==> config.mk <==
export PLATFORM = sky130hd
export DESIGN_NAME = io_input_reader
export DESIGN_NICKNAME = d
export VERILOG_FILES = /design/src/rtl/io_pkg.sv /design/src/rtl/io_debounce.sv /design/src/rtl/io_input_reader.sv
export SDC_FILE = /design/constraint.sdc
export NUM_CORES = 1
export LEC_CHECK = 0
export CAP_MARGIN = 20
export CELL_PAD_IN_SITES_DETAIL_PLACEMENT = 2
export CELL_PAD_IN_SITES_GLOBAL_PLACEMENT = 2
export CORE_MARGIN = 5
export CORE_UTILIZATION = 30
export CTS_BUF_LIST = sky130_fd_sc_hd__clkbuf_16
export CTS_CLUSTER_SIZE = 8
export DETAILED_ROUTE_END_ITERATION = 7
export PLACE_DENSITY = 0.86
export SYNTH_ARGS = -nofsm -noshare
export SYNTH_HDL_FRONTEND = slang
export SYNTH_SLANG_ARGS = --single-unit
==> constraint.sdc <==
create_clock -name clk -period 3.1 [get_ports clk]
set_input_delay 0.775 -clock clk [delete_from_list [all_inputs] [get_ports clk]]
set_output_delay 0.775 -clock clk [all_outputs]
set_load 0.01 [all_outputs]
==> src/rtl/io_pkg.sv <==
// ----------------------------------------------------------------------------
// io_pkg
// Shared IO address map for the CPU word address space. The read-side
// reader and the write-side decoder both import this package, so the two
// agree on where memory ends and where the peripheral registers sit.
//   - address constants for memory top, LEDs, switches and buttons
//   - bit position of the pending-press field in the button word
//   - readSel_e / decodeAddr: classifies a word address into a read source
// ----------------------------------------------------------------------------
package io_pkg;

   localparam logic [5:0] MEM_TOP_ADDR = 6'd31;
   localparam logic [5:0] IO_LED_ADDR  = 6'd32;
   localparam logic [5:0] IO_SW_ADDR   = 6'd33;
   localparam logic [5:0] IO_BTN_ADDR  = 6'd34;
   localparam int         BTN_PEND_LSB = 16;

   typedef enum logic [2:0] {
      SEL_MEM,
      SEL_LED,
      SEL_SW,
      SEL_BTN,
      SEL_ZERO
   } readSel_e;

   // Everything at or below MEM_TOP_ADDR is data memory; the three IO
   // registers follow, and the rest of the 6-bit space reads as zero.
   function automatic readSel_e decodeAddr(input logic [5:0] a);
      readSel_e sel;
      if (a <= MEM_TOP_ADDR) begin
         sel = SEL_MEM;
      end else if (a == IO_LED_ADDR) begin
         sel = SEL_LED;
      end else if (a == IO_SW_ADDR) begin
         sel = SEL_SW;
      end else if (a == IO_BTN_ADDR) begin
         sel = SEL_BTN;
      end else begin
         sel = SEL_ZERO;
      end
      return sel;
   endfunction

endpackage

==> src/rtl/io_debounce.sv <==
// ----------------------------------------------------------------------------
// io_debounce
// One-bit synchroniser and debouncer for an asynchronous pin. The pin passes
// through a 2-FF synchroniser; a new level is accepted only after the
// synchronised value has differed from the accepted level for
// DEBOUNCE_CYCLES consecutive clock edges.
// Ports:
//   clk      in   system clock
//   reset    in   synchronous, active-high reset
//   pin_i    in   asynchronous pin
//   stable_o out  debounced (accepted) level
//   rise_o   out  high in the cycle whose clock edge accepts a 0->1 change,
//                 so the parent can latch a press on that same edge
// ----------------------------------------------------------------------------
module io_debounce #(
   parameter int DEBOUNCE_CYCLES = 16
) (
   input  logic clk,
   input  logic reset,
   input  logic pin_i,
   output logic stable_o,
   output logic rise_o
);

   localparam int CNT_W = $clog2(DEBOUNCE_CYCLES + 1);
   localparam logic [CNT_W:0] LIMIT = (CNT_W + 1)'(DEBOUNCE_CYCLES);

   logic             syncMeta_q;
   logic             syncOut_q;
   logic             stable_q;
   logic             stable_d;
   logic [CNT_W-1:0] count_q;
   logic [CNT_W-1:0] count_d;
   logic [CNT_W:0]   countInc;

   // The counter only runs while the synchronised value disagrees with the
   // accepted level; any agreement restarts it, so short pulses are dropped.
   // The increment is one bit wider so the limit compare cannot wrap.
   always_comb begin
      countInc = {1'b0, count_q} + 1'b1;
      count_d  = count_q;
      stable_d = stable_q;
      if (syncOut_q == stable_q) begin
         count_d = '0;
      end else if (countInc == LIMIT) begin
         stable_d = syncOut_q;
         count_d  = '0;
      end else begin
         count_d = countInc[CNT_W-1:0];
      end
   end

   // Synchroniser chain, counter and accepted level all clear on reset, which
   // also throws away any partially counted change.
   always_ff @(posedge clk) begin
      if (reset) begin
         syncMeta_q <= 1'b0;
         syncOut_q  <= 1'b0;
         stable_q   <= 1'b0;
         count_q    <= '0;
      end else begin
         syncMeta_q <= pin_i;
         syncOut_q  <= syncMeta_q;
         stable_q   <= stable_d;
         count_q    <= count_d;
      end
   end

   assign stable_o = stable_q;
   assign rise_o   = stable_d & ~stable_q & ~reset;

endmodule

==> src/rtl/io_input_reader.sv <==
// ----------------------------------------------------------------------------
// io_input_reader
// Read side of the IO map: returns load data to the CPU. Word addresses
// 0-31 pass data-memory read data, 32 reads back the LED register, 33 the
// debounced switches, 34 the debounced buttons plus sticky press flags.
// Press flags stay set until a load from address 34 clears them.
// Ports:
//   clk        in   system clock
//   reset      in   synchronous, active-high reset
//   addr       in   CPU word address of the current load
//   r_enable   in   CPU load strobe, qualifies read-to-clear
//   mem_rdata  in   data-memory read data
//   led_state  in   current LED register value
//   sw_in      in   asynchronous switch pins
//   btn_in     in   asynchronous button pins (1 = pressed)
//   rdata      out  load data to the CPU (combinational)
//   btn_event  out  OR of all pending press flags
// ----------------------------------------------------------------------------
module io_input_reader
   import io_pkg::*;
#(
   parameter int DATA_W          = 32,
   parameter int N_LED           = 8,
   parameter int N_SW            = 8,
   parameter int N_BTN           = 4,
   parameter int DEBOUNCE_CYCLES = 16
) (
   input  logic              clk,
   input  logic              reset,
   input  logic [5:0]        addr,
   input  logic              r_enable,
   input  logic [DATA_W-1:0] mem_rdata,
   input  logic [N_LED-1:0]  led_state,
   input  logic [N_SW-1:0]   sw_in,
   input  logic [N_BTN-1:0]  btn_in,
   output logic [DATA_W-1:0] rdata,
   output logic              btn_event
);

   logic [N_SW-1:0]  stableSw;
   logic [N_SW-1:0]  swRise;
   logic [N_BTN-1:0] stableBtn;
   logic [N_BTN-1:0] btnRise;
   logic [N_BTN-1:0] pending_q;
   logic [N_BTN-1:0] pending_d;
   logic             clearRead;
   logic             unusedSwRise;

   // One debouncer per switch and per button pin.
   for (genvar g = 0; g < N_SW; g++) begin : genSw
      io_debounce #(
         .DEBOUNCE_CYCLES(DEBOUNCE_CYCLES)
      ) uSwDeb (
         .clk     (clk),
         .reset   (reset),
         .pin_i   (sw_in[g]),
         .stable_o(stableSw[g]),
         .rise_o  (swRise[g])
      );
   end

   for (genvar g = 0; g < N_BTN; g++) begin : genBtn
      io_debounce #(
         .DEBOUNCE_CYCLES(DEBOUNCE_CYCLES)
      ) uBtnDeb (
         .clk     (clk),
         .reset   (reset),
         .pin_i   (btn_in[g]),
         .stable_o(stableBtn[g]),
         .rise_o  (btnRise[g])
      );
   end

   // Switches have no edge-triggered behaviour; their rise strobes are unused.
   assign unusedSwRise = &swRise;

   // A clearing read wipes every flag, but a press accepted on that same edge
   // is OR'ed back in afterwards so it is never lost.
   always_comb begin
      clearRead = r_enable && (addr == IO_BTN_ADDR);
      pending_d = (clearRead ? '0 : pending_q) | btnRise;
   end

   always_ff @(posedge clk) begin
      if (reset) begin
         pending_q <= '0;
      end else begin
         pending_q <= pending_d;
      end
   end

   // Read mux works from registered state only, so a clearing read still
   // returns the flags as they were before its clock edge.
   always_comb begin
      rdata = '0;
      unique case (decodeAddr(addr))
         SEL_MEM: rdata = mem_rdata;
         SEL_LED: rdata[N_LED-1:0] = led_state;
         SEL_SW:  rdata[N_SW-1:0] = stableSw;
         SEL_BTN: begin
            rdata[N_BTN-1:0]               = stableBtn;
            rdata[BTN_PEND_LSB +: N_BTN]   = pending_q;
         end
         default: rdata = '0;
      endcase
   end

   assign btn_event = |pending_q;

endmodule

; ---- Word-level counts from Yosys, hierarchy flattened
; Cells that the tools add are included.
[totals]
regBits = 100
latch_bits = 0
ram_bits = 0
romBits = 0
output_inout_bits = 33
wordCells = 155
mem_count = 0
[op_classes]
add_sub_neg = 12
n_mul = 0
div_mod_pow = 0
order_cmp = 1
n_eq_ne = 30
n_shift = 0
muxes = 18
bitwise = 22
reduce_logical = 23
[op_table]
columns = cell, n
row1 = $add 5x1->6 const B, 12
row2 = $eq 6x5->1 const B, 12
row3 = $reduce_or 3->1, 12
row4 = $eq 6x6->1 const B, 3
row5 = $pmux 4 s4, 1
row6 = $reduce_and 2->1, 8
row7 = $not 1->1, 13
row8 = $eq 1x1->1, 12
row9 = $mux 12, 1
row10 = $mux 3, 4
row11 = $pmux 4 s3, 1
row12 = $and 1x1->1, 8
row13 = $mux 1, 8
row14 = $mux 8, 1
row15 = $pmux 4 s2, 1
row16 = $eq 3x2->1 const B, 2
row17 = $le 6x5->1 const B, 1
row18 = $mux 4, 1
row19 = $or 4x4->4, 1
row20 = $reduce_or 4->1, 1
row21 = $eq 3x1->1 const B, 1
row22 = $logic_not 3->1, 1
row23 = $logic_and 1x1->1, 1

; ---- Logic depth before layout (Yosys ltp)
; Gate-level depths: netlist of run 1.
[logic_depth]
depth_word = 7
ltp_mapped = 6
ltp_nobuf = 5

; ---- Hierarchy
; From an unflattened synthesis of run 1, not the netlist that was laid out.
[hier_totals]
hier_cells = 454
area_unflattened_um2 = 4606.9
[by_module_without_submodules]
columns = module, n_inst, cells_per_inst, area_each_um2, seq_area_each_um2
row1 = io_debounce, 12, 32, 335.3, 160.2
row2 = io_input_reader, 1, 70, 583.1, 80.1

; ---- Worst setup path before layout of run 1
; No wires, ideal clock.
[synth_timing]
path_kind = in2out
from = input addr[4]
to = output rdata[4]
arrival_ps = 1969
path_slack_ps = 356
cell_stages = 3
path_cell_list = or4b_4 > nor3b_2 > a221o_1
[synth_between]
elab_chain_len = 7
[synth_rtl]
columns = item, line_no
row1 = from (decl), io_input_reader.sv:30  ; input logic [5:0] addr,
row2 = $eq 6x6->1, io_pkg.sv:36  ; end else if (a == IO_BTN_ADDR) begin
row3 = $mux 3, io_pkg.sv:36
row4 = $mux 3, io_pkg.sv:34  ; end else if (a == IO_SW_ADDR) begin
row5 = $mux 3, io_pkg.sv:32  ; end else if (a == IO_LED_ADDR) begin
row6 = $mux 3 *, io_pkg.sv:30  ; if (a <= MEM_TOP_ADDR) begin
row7 = "$eq 3x2->1, or another cell as far along", io_input_reader.sv:96  ; unique case (decodeAddr(addr))
row8 = $pmux 4 s3 *, io_input_reader.sv:96
row9 = to (decl), io_input_reader.sv:36  ; output logic [DATA_W-1:0] rdata,
; Mark *: on every way between the ends. The rest lies on a longest branch, timed or not.

; ---- Final worst setup path of run 1
[layout_timing]
from = input addr[2]
to = output rdata[6]
; Same word-level chain as after synthesis.

==> results of run 1 <==
==> layout make-up <==
cell class / count / share of cell area
Multi-Input combinational cell: 344 / 0.3832
Clock buffer: 9 / 0.03894
Timing Repair Buffer: 105 / 0.1707
Clock inverter: 7 / 0.01168
Sequential cell: 100 / 0.3462
Inverter: 16 / 0.01039
Tap cell: 180 / 0.03894
==> synth_stat cells (all sizes together) <==
master and instances:
and3 1, nand2 32, o21ai 19, nor3b 5, nand4 1, a32o 4, nor4b 1, a21oi 21
nand4b 2, o2bb2ai 1, ha 13, a21o 1, o21bai 1, nor2b 53, a222oi 4, nand3 27
o21a 1, and4b 8, a22o 4, and2 1, dfxtp 100, xnor2 20, xor2 29, or4b 1
mux2i 1, nor3 11, nand2b 2, or4 1, and2b 4, nor2 58, a221o 4, a31o 3
inv 16, or3b 8, a21bo 2, clkbuf 10
==> timing repair <==
item,4_1_cts,5_1_grt
setup endpoints to repair,12,5
pin swaps,7,0
resized for setup,53,2
setup buffers,5,1
==> cell families (layout without fill, tap and decap cells) <==
group	Yosys count	in the layout	synth area share
buffers and inverters	26	137	0.02262
DFF	100	100	0.4639
adders and majority gates	13	13	0.03769
AOI/OAI and AO/OA	65	65	0.1012
xor gates and xnor gates	49	49	0.09945
and+or+nand+nor	216	216	0.2728
muxes	1	1	0.002320
==> flip-flops by register name, indices dropped and copies added (netlist names) <==
name	cells
genBtn.uBtnDeb.stable_o	4
genBtn.uBtnDeb.syncMeta_q	4
genSw.uSwDeb.stable_o	8
genSw.uSwDeb.syncOut_q	8
genSw.uSwDeb.syncMeta_q	8
genSw.uSwDeb.count_q	40
pending_q	4
genBtn.uBtnDeb.syncOut_q	4
genBtn.uBtnDeb.count_q	20
==> critical path, stage by stage <==
cell and delay, ns:
buf_6 0.09, or4b_4 0.57, nor3b_2 0.21, buf_4 0.16, buf_4 0.10, buf_4 0.09
a221o_1 0.14, buf_2 0.14
==> stage by stage <==
stage | hold WS (ns) | setup TNS [ns] | utilization | setup slack [ns]
4_1_cts | 0.4449 | 0 | 0.4131 | 0.01229
2_1_floorplan | 0.4138 | 0 | - | 0.3562
5_1_grt | 0.4642 | 0 | 0.4134 | 0.005645
3_3_place_gp | 0.4189 | -6.062 | 0.3936 | -0.5430
3_5_place_dp | 0.4290 | -7.079 | 0.3936 | -0.6641
6_report | 0.4383 | 0 | 0.4134 | 0.05622
==> path summary, 6_finish.rpt <==
kind / from / end / cells after the start
worst min register to register: genSw[0].uSwDeb.syncMeta_q / genSw[0].uSwDeb.syncOut_q / 1
worst max register to register: genBtn[0].uBtnDeb.count_q[0] / genBtn[0].uBtnDeb.stable_o / 5
worst max-delay path: addr[2] / rdata[6] / 8
worst min-delay path: genSw[0].uSwDeb.syncMeta_q / genSw[0].uSwDeb.syncOut_q / 1
==> per-layer routing <==
metal,part of all wire,vias up,global-route usage
li1,-,1801,-
met1,0.39,1817,0.1794
met2,0.55,74,0.3167
met3,0.035,28,0.03848
met4,0.026,0,0.06601
met5,0,-,0
==> report_power, final <==
group / internal (uW) / switching, uW / total, uW
Clock: 622 / 496 / 1120
Sequential: 1300 / 14.3 / 1320
Combinational: 132 / 90.3 / 223
Total: 2060 / 601 / 2660
==> impl_metrics.tcl, run 1 <==
set metrics [dict create \
    startpoint_type "primary input" \
    tightest_slew_ns 0.5405 \
    synth_area_leader_cell "dfxtp_1" \
    nets 650 \
    dp_hpwl_mm 10.04 \
    fin_area_sq_um 5783 \
    timing.fmax_mhz 328.5 \
    area_growth_pct 34.01 \
    antenna_found_initial 0 \
    mostFrequentLayoutCells "dfxtp_1, clkdlybuf4s50_1, nor2_1, nor2b_1, nand2_1" \
    grt-ovfl-total 0 \
    synth_warnings 0 \
    syn_avg_cell_area_sq_um 9.182 \
    finalCritPeriodShare 0.9819 \
    status "finished clean" \
    placed_area_sq_um 5507 \
    clkTransAtPathRegs_ns 0.06 \
    nFillCells 1514 \
    die-area_sq_um 16880 \
    core_area_sq_um 13990 \
    leakagePower_uw 0.002203 \
    layout-drive-gt1-share 0.09811 \
    vias 3720 \
    cts_tree "yes" \
    final_common_cell "dfxtp_1" \
    cts_max_level 3 \
    start_util 0.3085 \
    gp_congestion 0.8428 \
    fin_cells 761 \
    die-width_um 129.9 \
    rsz0062_at_grt "false" \
    syn-num-nets 544 \
    die_y_um 129.9 \
    io_pins 94 \
    ctsHoldBuffers 0 \
    ctsLongestPathBuffers 2 \
    numPlacedInstances 740 \
    ys_ff_latch 100 \
    power_uw 2658 \
    dr.pass1.iters 4 \
    rows 43 \
    multi_input_area_sq_um 2216 \
    wire_per_inst_um 18.14 \
    grt_pass1_wl_mm 22.38 \
    hold_viol_final 0 \
    slew_headroom 0.6358 \
    maxSlewViolCount 0 \
    ctsRootBufferMaster "clkbuf_16" \
    path_class "in2out" \
    vias_per_cell 4.888 \
    ff_latch_area_sq_um 2002 \
    routed_wl_mm 13.81 \
    cts_made_buffers 9 \
    track_usage 0.1676 \
    hold_class "reg2reg" \
    clkLatencyLatePin_ns 0.35 \
    netlist_area_sq_um 4315 \
    grt_max_degree 41 \
    final-setup-viol-count 0 \
    ys_types 40 \
    fin_crit_ns 3.044 \
    numClockSinks 100 \
    ff2ff_setup_slack_ns 1.39 \
    finClkSkew_ns 0.007775 \
    drt_iter0_drc 147 \
    end_kind "output port" \
    drv_cap 0 \
    p_per_area_nw_per_um2 459.7 \
    route.detailed.drc 0 \
    ant_nets 0 \
    antenna_cells 0 \
    io_buffer_count 93 \
    ir_worst_vdd_uv 259.3 \
    netlist_instances 470 \
    yosysSeqAreaShare 0.4639 \
    grt_pass1_vias 4322 \
    synth.top_cell.area_share 0.4639 \
    cp.arrival_ns 2.27 \
    crit_fanout 3 \
    synth_area_leaders "dfxtp_1, nor2b_1, xor2_1" \
    cp_data_required_time_ns 2.32 \
]
No activity file was read; power rests on OpenSTA's default activity.
==> inputs of run 2 (changes only) <==
==> constraint.sdc (replaced) <==
create_clock -name clk -period 3.22 [get_ports clk]
set_input_delay 0.805 -clock clk [delete_from_list [all_inputs] [get_ports clk]]
set_output_delay 0.805 -clock clk [all_outputs]
set_load 0.01 [all_outputs]
==> run 2 against run 1 <==
Core utilization grew 0.44 points. Critical endpoint is now rdata[0]. Non-clock buffer count is the same. Sequential share of layout area shrank 0.36 points. Worst hold slack gained 0.0043 ns. Largest cell class unchanged.
==> impl_metrics.tcl, run 2 (synthesis gave the netlist of run 1 again) <==
set metrics [dict create \
    reg2regPathDepth 5 \
    ctsRootBufferMaster "clkbuf_16" \
    hold_viol_final 0 \
    startpoint_type "primary input" \
    maxSlewViolCount 0 \
    slowest_stage "or4b_4" \
    path_class "in2out" \
    finalSetupTns_ns 0 \
    start_util 0.3085 \
    p_per_area_nw_per_um2 435.6 \
    hold_class "reg2reg" \
    numPlacedInstances 740 \
    max_stage_delay_ns 0.50 \
    leakagePower_uw 0.002249 \
    io_pins 94 \
    rows 43 \
    die-area_sq_um 16880 \
    grt_pass1_wl_mm 22.94 \
    core_area_sq_um 13990 \
    r2r_start "genBtn[0].uBtnDeb.count_q[0]" \
    gp_congestion 0.8263 \
    min_from "genSw[7].uSwDeb.syncMeta_q" \
    final-setup-viol-count 0 \
    top_layer_used "met4" \
    worstPathCellList "dlygate4sd2_1 > or4b_4 > nor3b_2 > buf_4 > buf_4 > a222oi_1 > nand2_4 > buf_6" \
    drt_iter0_drc 131 \
    ir_worst_vdd_uv 259.2 \
    final_common_cell "dfxtp_1" \
    cp_data_required_time_ns 2.41 \
    largest_reg_flops 40 \
    power_uw 2546 \
    antenna_found_initial 0 \
    route.detailed.drc 0 \
    dr.pass1.iters 4 \
    top_regs "genSw.uSwDeb.count_q x40, genBtn.uBtnDeb.count_q x20" \
    cp.arrival_ns 2.37 \
    cts_made_buffers 9 \
    track_usage 0.1761 \
    ff2ff_setup_slack_ns 1.57 \
    layout-drive-gt1-share 0.1136 \
    vias 3778 \
    grt-ovfl-total 0 \
    clkLatencyLatePin_ns 0.35 \
    reg2reg_to "genBtn[0].uBtnDeb.stable_o" \
    ctsLongestPathBuffers 2 \
    met3_length_um 535 \
    routed_wl_mm 14.47 \
    regMostFlops "genSw.uSwDeb.count_q" \
    io_buffer_count 93 \
    antenna_cells 0 \
    cts_tree "yes" \
    vias_per_cell 4.965 \
    finalCritPeriodShare 0.9868 \
    nets 650 \
    die-width_um 129.9 \
    status "finished clean" \
    dp_hpwl_mm 10.68 \
    tightest_slew_ns 0.5621 \
    clkTransAtPathRegs_ns 0.07 \
    ant_nets 0 \
    wl_met1_mm 5.274 \
    cp-endpoint "rdata[0]" \
    multi_input_area_sq_um 2267 \
    fin_cells 761 \
    crit_start "addr[4]" \
    grt_max_degree 38 \
    rsz0062_at_grt "false" \
    wire_per_inst_um 19.01 \
    crit_path_frequent_cell "buf_4" \
    die_y_um 129.9 \
    crit_fanout 3 \
    grt_pass1_vias 4312 \
    end_kind "output port" \
    area_growth_pct 35.43 \
    slew_headroom 0.6213 \
    drv_cap 0 \
    nFillCells 1523 \
    timing.fmax_mhz 314.7 \
    cts_max_level 3 \
    fin_crit_ns 3.177 \
    numClockSinks 100 \
    finClkSkew_ns 0.005849 \
    ff_latch_area_sq_um 2002 \
    dr_wl_met2_mm 8.193 \
    mostFrequentLayoutCells "dfxtp_1, clkdlybuf4s50_1, nor2_1, nor2b_1, xor2_1" \
]
[run 2: report_power, final]
part | switching [uW] | internal [uW] | leakage [uW]
Clock | 518 | 537 | 0.000140
Sequential | 13.1 | 1250 | 0.000811
Combinational | 91.9 | 131 | 0.00130
Total | 623 | 1920 | 0.00225
[run 2: worst min path at each step]
stage                     cells after the start                     endpoint
after floorplan                               1  genBtn[0].uBtnDeb.syncOut_q
after global placement                        1    genSw[0].uSwDeb.syncOut_q
after detailed placement                      1  genBtn[2].uBtnDeb.syncOut_q
after CTS                                     1    genSw[3].uSwDeb.syncOut_q
after global routing                          1    genSw[7].uSwDeb.syncOut_q
final                                         1    genSw[7].uSwDeb.syncOut_q
[run 2: worst max-delay path, delay by kind of cell]
family          cells  cell delay (ns)
compound gates      1             0.12
buf+inv             4             0.64
simple gates        3             0.80
[run 2: area by class of cell]
cell class | instances | area share
tap | 180 | 0.03854
inverter | 16 | 0.01028
multi-input combinational | 344 | 0.3879
clock buffer | 9 | 0.03854
timing repair buffer | 105 | 0.1723
clock inverter | 7 | 0.009848
sequential | 100 | 0.3425
[run 2: timing repair]
action                     4_1_cts  5_1_grt
pin swaps                        5        3
gates cloned                     1        0
gates resized for setup         73        7
setup endpoints to repair       12       10
hold buffers                     0        0
buffers inserted                 7        0
[run 2: metrics by stage]
step / setup WS [ns] / hold WS, ns / utilization / cell area (sq um)
final: 0.04252 / 0.4427 / 0.4178 / 5844
after global placement: -0.4783 / 0.4201 / 0.3936 / 5507
after floorplan: 0.4162 / 0.4138 / - / 4315
after detailed placement: -0.5921 / 0.4317 / 0.3936 / 5507
after CTS: 0.02240 / 0.4501 / 0.4210 / 5889
after global routing: 0.007615 / 0.4621 / 0.4178 / 5844
[run 2: routing by layer]
metal	global-route usage	vias up
met5	0	-
met4	0.07946	0
li1	-	1811
met3	0.03520	29
met1	0.1809	1875
met2	0.3409	63
==> inputs of run 3 (changes only) <==
--- a/config.mk
+++ b/config.mk
@@ -11,6 +11,7 @@
 export CORE_MARGIN = 5
 export CORE_UTILIZATION = 30
 export CTS_BUF_LIST = sky130_fd_sc_hd__clkbuf_16
+export CTS_CLUSTER_DIAMETER = 50
 export CTS_CLUSTER_SIZE = 8
 export DETAILED_ROUTE_END_ITERATION = 7
 export PLACE_DENSITY = 0.86
==> results of run 3 <==
The final DEF is identical to that of run 2; final timing and power are the same.
